--- src/rtl/mux4_rr_arbiter.sv ---
// Round-robin arbiter sharing one mux4 datapath between four requesters.
// Optional hold-limit timeout compiled in with MUX4_ARB_TIMEOUT_EN.
module mux4_rr_arbiter #(
    parameter int NB_SELECT = 2,
    parameter int MAX_HOLD  = 16
) (
    input  logic                 i_clk,
    input  logic                 i_reset,
    input  logic [3:0]           i_req,
    output logic [3:0]           o_gnt,
    output logic [NB_SELECT-1:0] o_sel,
    output logic                 o_busy
);

    localparam logic [0:0] ST_IDLE  = 1'b0;
    localparam logic [0:0] ST_GRANT = 1'b1;

    if (NB_SELECT != 2) begin : g_bad_select
        $error("mux4_rr_arbiter: NB_SELECT must be 2");
    end
    if (MAX_HOLD < 2 || MAX_HOLD > 255) begin : g_bad_hold
        $error("mux4_rr_arbiter: MAX_HOLD must be within 2..255");
    end

    logic [0:0] state_q, state_d;
    logic [1:0] ptr_q, ptr_d;
    logic [3:0] gnt_q, gnt_d;
    logic [1:0] sel_q, sel_d;

    // Returns {found, index} of the first set bit of req in order ptr, ptr+1, ...
    function automatic logic [2:0] pick(input logic [3:0] req, input logic [1:0] ptr);
        logic       found;
        logic [1:0] idx;
        logic [1:0] cand;
        found = 1'b0;
        idx   = 2'd0;
        for (int unsigned i = 0; i < 4; i++) begin
            cand = ptr + 2'(i);
            if (!found && req[cand]) begin
                found = 1'b1;
                idx   = cand;
            end
        end
        return {found, idx};
    endfunction

    logic [2:0] any_pick;
    logic [2:0] oth_pick;
    logic [3:0] other_req;
    logic       handoff;

    assign other_req = i_req & ~gnt_q;
    assign any_pick  = pick(i_req, ptr_q);
    assign oth_pick  = pick(other_req, ptr_q);

`ifdef MUX4_ARB_TIMEOUT_EN
    logic [7:0] cnt_q, cnt_d;
    logic       hold_expired;
    assign hold_expired = (cnt_q == 8'(MAX_HOLD - 1)) && (|other_req);
`else
    logic hold_expired;
    assign hold_expired = 1'b0;
`endif

    assign handoff = !i_req[sel_q] || hold_expired;

    always_comb begin
        state_d = state_q;
        ptr_d   = ptr_q;
        gnt_d   = gnt_q;
        sel_d   = sel_q;
`ifdef MUX4_ARB_TIMEOUT_EN
        cnt_d   = cnt_q;
`endif
        case (state_q)
            ST_IDLE: begin
                if (any_pick[2]) begin
                    state_d = ST_GRANT;
                    gnt_d   = 4'b0001 << any_pick[1:0];
                    sel_d   = any_pick[1:0];
                    ptr_d   = any_pick[1:0] + 2'd1;
`ifdef MUX4_ARB_TIMEOUT_EN
                    cnt_d   = '0;
`endif
                end
            end
            default: begin
                // The owner's bit is masked out, so its own request never wins the handoff.
                if (handoff) begin
                    if (oth_pick[2]) begin
                        gnt_d = 4'b0001 << oth_pick[1:0];
                        sel_d = oth_pick[1:0];
                        ptr_d = oth_pick[1:0] + 2'd1;
`ifdef MUX4_ARB_TIMEOUT_EN
                        cnt_d = '0;
`endif
                    end else begin
                        state_d = ST_IDLE;
                        gnt_d   = '0;
                    end
                end
`ifdef MUX4_ARB_TIMEOUT_EN
                else if (cnt_q != 8'(MAX_HOLD - 1)) begin
                    cnt_d = cnt_q + 8'd1;
                end
`endif
            end
        endcase
    end

    always_ff @(posedge i_clk) begin
        if (i_reset) begin
            state_q <= ST_IDLE;
            ptr_q   <= '0;
            gnt_q   <= '0;
            sel_q   <= '0;
`ifdef MUX4_ARB_TIMEOUT_EN
            cnt_q   <= '0;
`endif
        end else begin
            state_q <= state_d;
            ptr_q   <= ptr_d;
            gnt_q   <= gnt_d;
            sel_q   <= sel_d;
`ifdef MUX4_ARB_TIMEOUT_EN
            cnt_q   <= cnt_d;
`endif
        end
    end

    assign o_gnt  = gnt_q;
    assign o_sel  = NB_SELECT'(sel_q);
    assign o_busy = (state_q == ST_GRANT);

endmodule

--- config.mk ---
export PLATFORM = sky130hd
export DESIGN_NAME = mux4_rr_arbiter
export DESIGN_NICKNAME = d
export VERILOG_FILES = /design/src/rtl/mux4_rr_arbiter.sv
export SDC_FILE = /design/constraint.sdc
export NUM_CORES = 1
export LEC_CHECK = 0
export BUFFER_PORTS_ARGS = -buffer_cell sky130_fd_sc_hd__buf_4
export CORE_MARGIN = 4
export CORE_UTILIZATION = 25
export CTS_CLUSTER_DIAMETER = 120
export DETAILED_ROUTE_END_ITERATION = 16
export MAX_ROUTING_LAYER = met4
export PLACE_DENSITY_LB_ADDON = 0.3
export REMOVE_ABC_BUFFERS = 1
export SLEW_MARGIN = 25
export SYNTH_ARGS = -nofsm -noshare
export SYNTH_HDL_FRONTEND = slang
export SYNTH_SLANG_ARGS = --single-unit
--- constraint.sdc ---
create_clock -name i_clk -period 3.9 [get_ports i_clk]
set_input_delay 0.39 -clock i_clk [delete_from_list [all_inputs] [get_ports i_clk]]
set_output_delay 0.39 -clock i_clk [all_outputs]
set_load 0.1 [all_outputs]
==> flow_results.org <==
** Routing
- Wire segments on met3 add up to roughly 94 um in the final route.
- The pre-antenna-repair detailed-routing pass consisted of 4 iterations.
- Average wire length per cell after detail routing :: 14.32 um
- Sum of routed wire length over all layers :: around 1700 um
- After detailed routing, the met2 layer carries 722 um of wire.
- The highest layer touched by signal routing is met4.
- In the final routing, the length of wire on met1 measures ~900 um.
- Via density per instance :: approximately 5.6
- Post-route ant nets :: 0
- Violation count after the first detailed-route iteration :: 22
- DRC violation count after routing :: 0
- Number of vias after detailed routing :: 684

** Placed design
- IO buf count :: 12
- The congestion estimate from routability-driven global placement came to ~0.81.
- Placed cell area :: 780.7 sq um
- Detailed-placement wirelength estimate :: 1391 um

** Logic synthesis
- Most repeated cell in the gate-level netlist after synthesis :: sky130_fd_sc_hd__dfxtp_1
- Gate count of the mapped netlist :: 78
- After synthesis, the mean cell area works out to 8.470 sq um.
- In the synthesized netlist, the cells that appear most often are sky130_fd_sc_hd__dfxtp_1, sky130_fd_sc_hd__a21oi_1, sky130_fd_sc_hd__nor2b_1, sky130_fd_sc_hd__o21ai_0, sky130_fd_sc_hd__nand2b_1.
- The biggest area contributor in the post-synthesis netlist is sky130_fd_sc_hd__dfxtp_1.
- Most used flip-flop cell after synthesis :: sky130_fd_sc_hd__dfxtp_1
- Post-Synthesis Cell Area :: 660.6 sq um
- Number of flops mapped to enable cells by yosys :: 0
- Yosys attributes the largest share of cell area to sky130_fd_sc_hd__dfxtp_1, sky130_fd_sc_hd__nor2b_1, sky130_fd_sc_hd__nand2b_1.
- Synthesis instantiated 33 different standard cells from the library.
- For this run, asynchronously set or reset flops after synthesis account for 0.
- Synthesized flop and latch total :: 9
- For this run, the register share of the synthesized area comes to 0.2727.
- The share of synthesized area in the top cell type comes to 0.2727.
- For this run, the number of Yosys warnings is 0.

** STA
- Share of the clock period used by the worst path after layout :: 0.5490
- Relative slew slack :: 0.4178
- RSZ-0062 raised after global routing :: no
- Number of hold violations in the final report :: 0
- The number of pins with negative max-slew slack in the final report is 0.
- Based on the critical path, the design can be clocked at up to about 470 MHz.
- Setup TNS :: 0 ps
- The tightest hold path in the finished design has a slack of 316.0 ps.
- Period minus WS final :: around 2100 ps
- At the pin with the least slew margin, the transition time is 865.4 ps.
- Setup violations remaining at the end of the flow were counted as 0.
- The clock arrives with between 5 and 6 ps of skew.

** Die
- From left edge to right edge, the die measures around 60 um.
- The region available for standard cell placement spans 0.002500 sq mm.
- Measured along the y axis, the die boundary spans roughly 59 um.
- Area of the die :: between 0.003 and 0.004 sq mm
- Initial Utilization :: 0.2643
- Number of cell rows :: 18
- # IOs :: 13

** Power and ir drop
- In this run the static leakage power is 0.3334 nW.
- Peak supply drop :: ~0.33 mV
- Total chip power :: approximately 0.45 mW
- Pwr/cell area :: roughly 560 mW/mm^2

** CTS
- Clock tree synthesis inserted a total of 3 buffers.
- Clock-pin slew was measured on the worst setup and hold paths at roughly 60 ps.
- CTS H-tree depth :: 1
- The clock net in this run drives a total of 9 sinks.
- Number of buffers added for setup after CTS :: 0
- Number of buffers added to fix hold violations after cts :: 0
- Buffer depth of the longest clock path :: 2
- Worst-Skew Late Latency :: 260 ps
- CTS tree :: built
- Root Driver :: sky130_fd_sc_hd__clkbuf_4
- Gates resized during post-CTS repair numbered 0.

** Worst setup path
- Setup slack on the worst flop-to-flop path :: 1760 ps
- The startpoint identified for the worst register-to-register timing path is o_sel[0].
- Setup CP Type :: flop to flop
- Tracing the worst setup path back leads to its startpoint at o_sel[0].
- Required time of the critical path :: between 4000 and 5000 ps
- Reg-to-Reg End :: o_sel[0]
- Arrival time reported for the critical path endpoint :: approximately 2300 ps
- Capture point of the worst path :: o_sel[0]
- Kind of end point of the critical path :: flop
- Kind of start point of the critical path :: flop
- The number of cells on the worst reg-to-reg path is 5.
- Largest driver fanout on the critical path :: 9

** GRT
- Global-route wire length before repair :: roughly 2900 um
- The number of global-route vias before repair came to about 600.
- Pin count of the biggest net entering global routing :: 13
- The total overflow left after global routing is 0.
- Overall global routing resource usage :: 0.1123
- Initial antenna violation count :: 0

** Finish
- Diodes inserted :: 0
- Fill cell total of the finished layout :: about 270
- Layout-stage area growth over the synthesis result :: 22.16%
- At the end of the flow, the number of nets in the layout was 99.
- Ratio of cells with drive above 1 in the final layout :: 0.2174
- Summing all non-filler instances in the final layout gives an area of slightly above 800 sq um.

** Run
- Across the run, the number of max-cap violations was 0.

** Run status
- Outcome :: complete, no violations

** Min path
- Path type of the worst min-delay path :: primary input to flop
cell families after synthesis:
family / Yosys count / synth area share
DFF: 9 / 0.2727
and+or+nand+nor: 29 / 0.2632
muxes: 1 / 0.03409
AOI/OAI and AO/OA: 33 / 0.3959
buffers and inverters: 6 / 0.03409
worst max-delay path: stages, from the launching register on:
cell and delay [ps]:
sky130_fd_sc_hd__dfxtp_1 380, sky130_fd_sc_hd__mux4_2 570, sky130_fd_sc_hd__a22oi_4 260, sky130_fd_sc_hd__a21boi_4 290
sky130_fd_sc_hd__or3b_1 400, sky130_fd_sc_hd__o211a_1 140
worst min path at each step:
stage | from | slack (ps) | cells after the start | end
floorplan | i_reset | 460 | 1 | ptr_q[0]
global placement | o_gnt[1] | 500 | 2 | o_gnt[1]
detailed placement | o_gnt[1] | 510 | 2 | o_gnt[1]
CTS | i_reset | 310 | 2 | ptr_q[0]
global route | i_reset | 320 | 2 | ptr_q[0]
finish | i_reset | 320 | 2 | ptr_q[0]
stage by stage:
step           setup slack [ps]  utilization  std cells
2_1_floorplan              1194            -         76
3_3_place_gp               1667       0.3123        118
3_5_place_dp               1666       0.3123        118
4_1_cts                    1747       0.3228        122
5_1_grt                    1638       0.3228        122
6_report                   1759       0.3228        122
final cells by class:
class,instances,area [sq um],area share
clock buffer,4,26.28,0.03256
inverter,4,15.01,0.01860
multi-input combinational,63,457.9,0.5674
sequential,9,180.2,0.2233
tap,30,37.54,0.04651
timing repair buffer,12,90.09,0.1116
sequential cells by signal, indices dropped and copies added, names as in the netlist:
name,count
o_gnt,4
o_sel,2
ptr_q,2
o_busy,1
where the power goes:
part / switching (mW) / total, mW / internal [mW]
logic: 0.169 / 0.245 / 0.0759
registers: 0.0275 / 0.138 / 0.110
clock network: 0.0329 / 0.0724 / 0.0394
total: 0.229 / 0.455 / 0.226
cells in the final DEF (no fill, tap or decap), drive strengths merged, types with 2 or more instances in the layout:
master,n
a211oi,4
a21oi,6
a32oi,2
and2,2
buf,12
clkbuf,4
dfxtp,9
inv,4
nand2,3
nand2b,5
nor2,4
nor2b,6
nor3b,2
o21ai,6
o221a,2
o22ai,2
or2b,2
layer usage:
layer | vias up | global-route usage
met3 | 7 | 0.02397
li1 | 331 | -
met1 | 324 | 0.1638
met2 | 22 | 0.1404
met4 | 0 | 0.05825
met5 | - | -
Note: power is estimated with default switching activity, not from simulation.
